## src/rtl/pc_sequencer.sv

```systemverilog
`default_nettype none
// ============================================================================
// Module      : pc_sequencer
// Description : Fetch program-counter controller for a pipelined MIPS
//               datapath. Selects PC+4, taken-branch, J/JAL or JR target,
//               holds under stall, buffers a redirect that arrives during a
//               stall, and drives the IF/ID flush.
//               Optional feature macro: BRANCH_DELAY_SLOT_EN (flush tied
//               to 0, delay-slot instruction executes).
// Revision    : 1.0 - initial release
// ============================================================================
module pc_sequencer #(
    parameter logic [31:0] RESET_PC = 32'h0000_0000
) (
    input  logic        Clk,
    input  logic        Reset,
    input  logic        stall,
    input  logic        br_valid,
    input  logic        br_taken,
    input  logic [31:0] br_pc4,
    input  logic [31:0] br_imm,
    input  logic        jmp_valid,
    input  logic [25:0] jmp_index,
    input  logic        jr_valid,
    input  logic [31:0] jr_addr,
    output logic [31:0] pc,
    output logic [31:0] pc_plus4,
    output logic        flush,
    output logic        redirect_pending,
    output logic        misalign_err
);

    typedef enum logic [0:0] {
        S_RUN  = 1'b0,
        S_PEND = 1'b1
    } state_t;

    state_t      state_q, state_d;
    logic [31:0] pc_q, pc_d;
    logic [31:0] pend_target_q, pend_target_d;
    logic        flush_q, flush_d;
    logic        misalign_q, misalign_d;

    logic        w_req;
    logic [31:0] w_br_off;
    logic [31:0] w_target;

    // Redirect request and its target, JR over J over taken branch
    always_comb begin
        w_br_off = br_imm << 2;
        w_req    = jr_valid | jmp_valid | (br_valid & br_taken);
        if (jr_valid) begin
            w_target = {jr_addr[31:2], 2'b00};
        end else if (jmp_valid) begin
            w_target = {br_pc4[31:28], jmp_index, 2'b00};
        end else begin
            w_target = br_pc4 + w_br_off;
        end
    end

    // Next-state, next-PC, flush and sticky misalignment logic
    always_comb begin
        state_d       = state_q;
        pc_d          = pc_q;
        pend_target_d = pend_target_q;
        flush_d       = 1'b0;
        misalign_d    = misalign_q;
        case (state_q)
            S_RUN: begin
                if (jr_valid && (jr_addr[1:0] != 2'b00)) begin
                    misalign_d = 1'b1;
                end
                if (w_req) begin
                    if (stall) begin
                        // Pipeline frozen: park the target until the stall lifts
                        pend_target_d = w_target;
                        state_d       = S_PEND;
                    end else begin
                        pc_d    = w_target;
                        flush_d = 1'b1;
                    end
                end else if (!stall) begin
                    pc_d = pc_q + 32'd4;
                end
            end
            S_PEND: begin
                // Redirect inputs are ignored here: the stalled pipeline may
                // keep presenting the same branch every cycle.
                if (!stall) begin
                    pc_d    = pend_target_q;
                    flush_d = 1'b1;
                    state_d = S_RUN;
                end
            end
            default: begin
                state_d = S_RUN;
            end
        endcase
`ifdef BRANCH_DELAY_SLOT_EN
        // Delay-slot instruction is architecturally executed, never killed
        flush_d = 1'b0;
`endif
    end

    // State and datapath registers with synchronous reset
    always_ff @(posedge Clk) begin
        if (Reset) begin
            state_q       <= S_RUN;
            pc_q          <= RESET_PC;
            pend_target_q <= 32'h0000_0000;
            flush_q       <= 1'b0;
            misalign_q    <= 1'b0;
        end else begin
            state_q       <= state_d;
            pc_q          <= pc_d;
            pend_target_q <= pend_target_d;
            flush_q       <= flush_d;
            misalign_q    <= misalign_d;
        end
    end

    assign pc               = pc_q;
    assign pc_plus4         = pc_q + 32'd4;
    assign flush            = flush_q;
    assign redirect_pending = (state_q == S_PEND);
    assign misalign_err     = misalign_q;

endmodule
`default_nettype wire
```

## config.mk

```make
export PLATFORM = sky130hd
export DESIGN_NAME = pc_sequencer
export DESIGN_NICKNAME = d
export VERILOG_FILES = /design/src/rtl/pc_sequencer.sv
export SDC_FILE = /design/constraint.sdc
export NUM_CORES = 1
export LEC_CHECK = 0
export ABC_AREA = 1
export ABC_CLOCK_PERIOD_IN_PS = 1700
export BUFFER_PORTS_ARGS = -buffer_cell sky130_fd_sc_hd__buf_2
export CAP_MARGIN = 30
export CORE_MARGIN = 2
export CORE_UTILIZATION = 48
export DETAILED_ROUTE_END_ITERATION = 7
export PLACE_DENSITY = 0.77
export SLEW_MARGIN = 20
export SYNTH_ARGS = -nofsm -noshare
export SYNTH_HDL_FRONTEND = slang
export SYNTH_SLANG_ARGS = --single-unit
```

## constraint.sdc

```tcl
create_clock -name Clk -period 1.7 [get_ports Clk]
set_input_delay 0.085 -clock Clk [delete_from_list [all_inputs] [get_ports Clk]]
set_output_delay 0.085 -clock Clk [all_outputs]
set_load 0.01 [all_outputs]
```

==> impl_results.md, run 1 <==
* Worst slew pin tran at 633 ps
* Critical path class: flip-flop to output pin
* Skew-Pair Late Insertion Delay at 330 ps
* Via Count at 8348
* Largest cells by area after synthesis: dfxtp_1 (21%), nand2_1 (18%), inv_1 (8.5%)
* Worst hold path type: input pin to flip-flop
* Crit path required time at 1620 ps
* Height of the die at 118 µm
* Vias in the first global route at roughly 7600
* Wire per inst at 15.7 µm
* Crit path launch type: flip-flop
* Post-Syn Area per Cell at 5.87 µm²
* Share of layout cells above drive strength 1 at 37.4%
* P_leak at between 5 and 6 nW
* Final RePlAce weighted congestion at approximately 0.97
* CTS Root Cell: clkbuf_16
* Seq/Total Area, Yosys at 21.4%
* Post-synth cell types at 43
* Hold Path End: pend_target_q[0]
* Cts hold-fix bufs at 0
* Pins Over Slew Limit at 0
* Post-synth top area share at between 20% and 30%
* Clock buffer depth at 2
* Pre-Repair DR Iteration Count at 6
* Sinks on Clock Net at 67
* Worst hold margin at approximately 60 ps
* DP HPWL at 16600 µm
* Worst-path fanout max at 5
* # rows at 41
* Nets at 1512
* Most common cell after layout, fill and taps aside: nand2_1
* Die ar. at 14000 µm²
* Setup TNS at -4720 ps
* Area leader, netlist: dfxtp_1
* # port buffers at between 150 and 200
* HP Start: br_pc4[0]
* R2r endpoint: pc[31]
* Commonest non-fill, non-tap cells in the layout: nand2_1 (265), buf_2 (193), inv_1 (138), buf_4 (120), nor2_1 (105)
* Mapped Cells at 1065
* # fillers at 1015
* WHS Path Cells at 3
* Tcrit/Tclk final at 120%
* Worst setup EP type: output pin
* Clock power share at 30.3%
* Yosys warns at 0
* Initial core utilization at 49.4%
* Cell area after layout at 9350 µm²
* First-pass GRT wire length at 36100 µm
* VDD IR-drop max at ~0.4 mV
* Sw Pwr at 2.18 mW
* Slew margin rel. at 57.8%
* Unrepaired setup endpoints after global routing: true
* Final Hold Fails at 0
* Final setup violation count at 31
* Part of the power in registers at between 20% and 30%
* Remaining Overflow, GRT at 0
* Area delta synth->final at 49.5%
* Fin crit period at 2050 ps
* Outcome: finished with violations
* Tot GR Track Use at 31.4%
* Die width at 118 µm
* I/O Pins at between 150 and 200
* Reg2reg setup slack at -180 ps
* Total core area at 12700 µm²
* Combinational share of power at 40.1%
* Initial DRC count at 820
* Initial antenna violation count at 0
* Antenna cell count at 0
* Syn nets at 1225
* Register bit total from synthesis at 67
* Violated checks: negative setup slack
* Worst reg-to-reg path cell count at 13
* Final ANT Viol Nets at 0
* Reg-to-Reg Start: pc[8]
* Pwr/cell area at 659 nW/µm²
* Placed Area at 8130 µm²
* H-Tree Depth at 3
* Via density at 5.46
* Clock Skews at 7.53 ps
* Max-cap violations at 0
* Maximum operating frequency at 0.489 GHz
* Cell area after synthesis at 6250 µm²
* Reg clk slew, reported paths at 50 ps
* Critical Path AT at between 1500 and 2000 ps
* Int Pwr at about 4 mW
* Setup slack after layout at -347 ps
* CTS tree: done
* Sw Share at 35.4%
* Final Power at approximately 6.2 mW
* Largest net degree at the start of global routing at 43
* WL final at 24000 µm
* DRC violations left at 0
* Total CTS buffers at 9
* Final core occ at 73.8%
==> stage by stage <==
| step | std cells | setup WS, ps |
|---|---|---|
| after global placement | 1490 | -324 |
| after floorplan | 1065 | -46.8 |
| after global routing | 1528 | -417 |
| final | 1528 | -347 |
| after detailed placement | 1490 | -338 |
| after CTS | 1521 | -287 |
==> worst max-delay path: stages, from the launching register on <==
cell and delay [ps]:
dfxtp_4 360, ha_4 140, nand3_4 70, nor2_4 90
nand2_2 80, clkinv_4 60, nand3_4 150, nor4_4 270
xor2_2 220, buf_2 170
==> Yosys cell counts, drive strengths merged <==
library cell	count
nor2	131
nand2	302
xnor2	18
nand3	55
buf	17
clkinv	2
o21ai	89
a221oi	8
fa	1
a22oi	1
nor4	3
nand4	15
nor3	14
o21a	8
a211oi	5
inv	146
dfxtp	67
o21bai	4
xor2	22
a21o	2
clkbuf	25
o211ai	9
or2	1
a31oi	6
ha	30
a21oi	84
==> area by class of cell <==
| type | instances | area, µm² | area share [%] |
|---|---|---|---|
| Multi-Input combinational cell | 808 | 4950 | 53.0 |
| Timing Repair Buffer | 318 | 1960 | 20.9 |
| Sequential cell | 67 | 1370 | 14.6 |
| Inverter | 148 | 561 | 6.00 |
| Clock buffer | 13 | 260 | 2.78 |
| Tap cell | 172 | 215 | 2.30 |
| Clock inverter | 2 | 35.0 | 0.375 |
==> cells by family (layout without fill, tap and decap cells) <==
family | count (synthesis) | in the layout | share of synthesized area (%)
buffers and inverters | 190 | 481 | 11.8
AO/OA/AOI/OAI | 216 | 216 | 19.0
XOR/XNOR | 40 | 40 | 5.72
flip-flops | 67 | 67 | 21.4
adder cells (fa/ha/maj) | 31 | 31 | 6.32
AND/OR/NAND/NOR | 521 | 521 | 35.7
==> metal layers <==
layer / up-vias / track usage (%) / routed length, µm
met3: 116 / 4.34 / 1920
met2: 487 / 53.5 / 11600
met1: 3754 / 39.2 / 9340
met4: 0 / 13.9 / 1080
met5: - / 0 / 0
li1: 3991 / - / -
==> what timing repair did <==
item / in CTS / in global routing
endpoints found under the hold margin: 0 / 0
pin swaps: 23 / 32
endpoints found under the setup margin: 31 / 69
buffers inserted: 18 / 7
resized for setup: 34 / 147
==> power groups by stage <==
stage                     Sequential (mW)  Combinational, mW  Clock, mW
after global routing                 1.84               2.69       1.95
after floorplan                      1.86               1.18          0
final                                1.83               2.47       1.86
after detailed placement             1.84               2.09          0
after CTS                            1.81               2.16       1.86
after global placement               1.83               2.07          0
==> state kept, by name, indices dropped and copies added (netlist names) <==
signal	cells
flush	1
pc	32
pend_target_q	32
misalign_err	1
redirect_pending	1
==> how the worst max path moves through the flow <==
stage | start | endpoint | slack (ps)
final | pc[3] | pc_plus4[28] | -350
after global routing | pc[2] | pc_plus4[28] | -420
after CTS | pc[3] | pc_plus4[30] | -290
after detailed placement | br_pc4[2] | pc[16] | -340
after global placement | br_pc4[19] | pc[27] | -320
after floorplan | pc[2] | pc[26] | -50
Power figures use the tool's default switching activity.
==> run 2, diff against run 1 <==
--- a/config.mk
+++ b/config.mk
@@ -9,10 +9,10 @@
 export ABC_CLOCK_PERIOD_IN_PS = 1700
 export BUFFER_PORTS_ARGS = -buffer_cell sky130_fd_sc_hd__buf_2
 export CAP_MARGIN = 30
-export CORE_MARGIN = 2
 export CORE_UTILIZATION = 48
 export DETAILED_ROUTE_END_ITERATION = 7
-export PLACE_DENSITY = 0.77
+export PLACE_DENSITY = 0.8
+export SETUP_SLACK_MARGIN = 0.05
 export SLEW_MARGIN = 20
 export SYNTH_ARGS = -nofsm -noshare
 export SYNTH_HDL_FRONTEND = slang
==> run 2 against run 1 <==
  * The flow still finishes with violations (negative setup slack)
  * Critical path depth is 3 higher
  * Worst setup slack got worse by 240 ps
  * Register-to-register slack worse by 410 ps
  * Worst hold slack worse by 24 ps
  * Power rose by 4.1%
  * Final area rose by 4.1%
  * Non-clock buffer count increased by 18
  * Critical endpoint is now pc[18]
==> impl_results.md, run 2 (synthesized netlist as in run 1, its figures left out) <==
* Worst hold path type: input pin to flip-flop
* Nets at 1530 (+1.2%)
* Via Count at 8543 (+2.3%)
* Reg clk slew, reported paths at 60 ps (about the same)
* Initial core utilization at 49.4% (unchanged)
* Total CTS buffers at 9 (unchanged)
* Crit-path max cell delay at 370 ps (about the same)
* Final ANT Viol Nets at 0 (unchanged)
* Worst reg-to-reg path cell count at 12 (-1)
* Crit path required time at 1900 ps (+280 ps)
* Die ar. at 13500 µm² (-3.4%)
* Skew-Pair Late Insertion Delay at 330 ps (about the same)
* # rows at 41 (unchanged)
* Setup slack after layout at -590 ps (-243 ps)
* Final Hold Fails at 0 (unchanged)
* R2r endpoint: pc[18]
* CTS Root Cell: clkbuf_16
* GR Util met1 at 41.7% (+2.5 points)
* CP top delay family: simple AND/OR/NAND/NOR gates
* Clock power share at 31.2% (+0.9 points)
* Met2 Usage GRT at 60.1% (+6.5 points)
* Final Power at 6.41 mW (+4.1%)
* Pwr/cell area at 659 nW/µm² (about the same)
* Initial DRC count at 824 (+0.49%)
* Placed Area at 8210 µm² (+1.0%)
* Clock Skews at 7.82 ps (+0.293 ps)
* Worst-path fanout max at 3 (-2)
* CP max-delay cell: dfxtp_1
* DRC violations left at 0 (unchanged)
* DP HPWL at 17400 µm (+5.0%)
* H-Tree Depth at 3 (unchanged)
* Via density at 5.52 (+1.1%)
* CP cell instances: nand2_1 -> nor2_2 -> nand2_4 -> clkinv_4 -> buf_4 -> nand4_1 -> xor2_2 -> buf_4 -> buf_4 -> nor2_1 -> a211oi_1 -> a21oi_1
* # port buffers at 193 (unchanged)
* Reg-to-Reg Start: pc[9]
* Outcome: finished with violations
* Critical path class: flip-flop to flip-flop
* Wire per inst at 16.5 µm (+5.4%)
* Worst path depth at 12 (+3)
* Sw Share at 36.1% (+0.64 points)
* Share of layout cells above drive strength 1 at 38.9% (+1.5 points)
* Critical Path Most Common Cell: buf_4
* Cell area after layout at 9730 µm² (+4.1%)
* Pins Over Slew Limit at 0 (unchanged)
* VDD IR-drop max at 0.549 mV (+34%)
* Tot GR Track Use at 34.4% (+3.0 points)
* Violated checks: negative setup slack
* Height of the die at 116 µm (-1.7%)
* Cts hold-fix bufs at 0 (unchanged)
* Largest net degree at the start of global routing at 41 (-4.7%)
* First-pass GRT wire length at 35900 µm (-0.32%)
* Initial antenna violation count at 0 (unchanged)
* Tcrit/Tclk final at 135% (+14 points)
* Worst slew pin tran at 462 ps (-171 ps)
* Total core area at 12700 µm² (unchanged)
* Max-cap violations at 0 (unchanged)
* Met3 GRT Util at 5.71% (+1.4 points)
* Most common cell after layout, fill and taps aside: nand2_1
* P_leak at 5.21 nW (+2.8%)
* Crit path launch type: flip-flop
* Remaining Overflow, GRT at 0 (unchanged)
* Reg2reg setup slack at -590 ps (-410 ps)
* Vias in the first global route at 7563 (-0.11%)
* Area delta synth->final at 55.6%
* Antenna cell count at 0 (unchanged)
* Commonest non-fill, non-tap cells in the layout: nand2_1 (268), buf_2 (186), inv_1 (140), buf_4 (133), nor2_1 (107)
* Worst setup EP type: flip-flop
* Int Pwr at 4.10 mW (+3.1%)
* Critical Path AT at 2490 ps (+530 ps)
* Part of the power in registers at 28.4% (-1.3 points)
* Clock buffer depth at 2 (unchanged)
* Sinks on Clock Net at 67 (unchanged)
* Unrepaired setup endpoints after global routing: true
* I/O Pins at 196 (unchanged)
* Die width at 116 µm (-1.7%)
* Fin crit period at 2290 ps (+243 ps)
* Combinational share of power at 40.4% (+0.3 points)
* Pre-Repair DR Iteration Count at 6 (unchanged)
* Final setup violation count at 37 (+19%)
* Crit path from: pc[9]
* Grt peak-use layer: met2
* Maximum operating frequency at 0.437 GHz (-11%)
* Final RePlAce weighted congestion at 0.990 (+2.0%)
* WL final at 25600 µm (+6.7%)
* WP buf/inv at 4 (+2)
* CP endpoint: pc[18]
* Slew margin rel. at 69.2% (+11 points)
* Sw Pwr at 2.31 mW (+6.0%)
* CTS tree: done
-- run 2: cell count changes in the layout (fill, tap and decap cells not counted), sizes merged --
cell / delta
buf: +18
bufinv: +1
clkbuf: -4
clkinv: +1
clkinvlp: +3
-- run 2: area by class of cell --
| cell class | count | area, µm² |
|---|---|---|
| Clock buffer | 9 | 225 |
| Clock inverter | 7 | 92.6 |
| Fill cell | 928 | 2940 |
| Inverter | 148 | 563 |
| Multi-Input combinational cell | 808 | 5100 |
| Sequential cell | 67 | 1370 |
| Tap cell | 172 | 215 |
| Timing Repair Buffer | 336 | 2160 |
-- run 2: through the flow --
step | setup TNS, ps | util (%) | setup WS (ps) | hold slack (ps) | std cells
3_3_place_gp | -9850 | 64.8 | -336 | 379 | 1500
2_1_floorplan | -102 | - | -38.3 | 258 | 1065
4_1_cts | -4850 | 70.9 | -316 | 37.2 | 1541
3_5_place_dp | -11140 | 64.8 | -362 | 385 | 1500
5_1_grt | -11770 | 76.8 | -622 | 61.7 | 1547
6_report | -8850 | 76.8 | -590 | 35.2 | 1547
-- run 2: worst min-delay path by stage --
stage | start | endpoint | cells after the start
5_1_grt | br_pc4[1] | pend_target_q[1] | 3
4_1_cts | br_pc4[1] | pend_target_q[1] | 3
6_report | br_pc4[1] | pend_target_q[1] | 3
3_3_place_gp | br_pc4[0] | pend_target_q[0] | 3
3_5_place_dp | br_pc4[1] | pend_target_q[1] | 3
2_1_floorplan | br_pc4[0] | pend_target_q[0] | 2
-- run 2: repair_timing --
action	in CTS	in global routing
resized for setup	46	158
hold endpoints to repair	0	0
pin swaps	29	51
buffers inserted	25	7
endpoints found under the setup margin	36	74
-- run 2: routing by layer --
metal  share of wire [%]  routed length [µm]
met2                  48               12400
met3                 8.0                2050
met4                 5.0                1280
met1                  39                9880
met5                   0                   0
-- run 2: worst reg2reg max path, delay by kind of cell (launching register included) --
family | cells | cell delay (ps)
simple gates | 5 | 710
buf+inv | 4 | 450
compound gates | 2 | 380
flops | 1 | 370
xor+xnor | 1 | 240
-- run 2: power by group through the flow --
stage	sequential [mW]	combinational, mW	clock (mW)
after global placement	1.83	2.11	0
after floorplan	1.86	1.19	0
after global routing	1.84	2.82	2.07
after detailed placement	1.83	2.13	0
after CTS	1.80	2.23	2.00
final	1.82	2.59	2.00
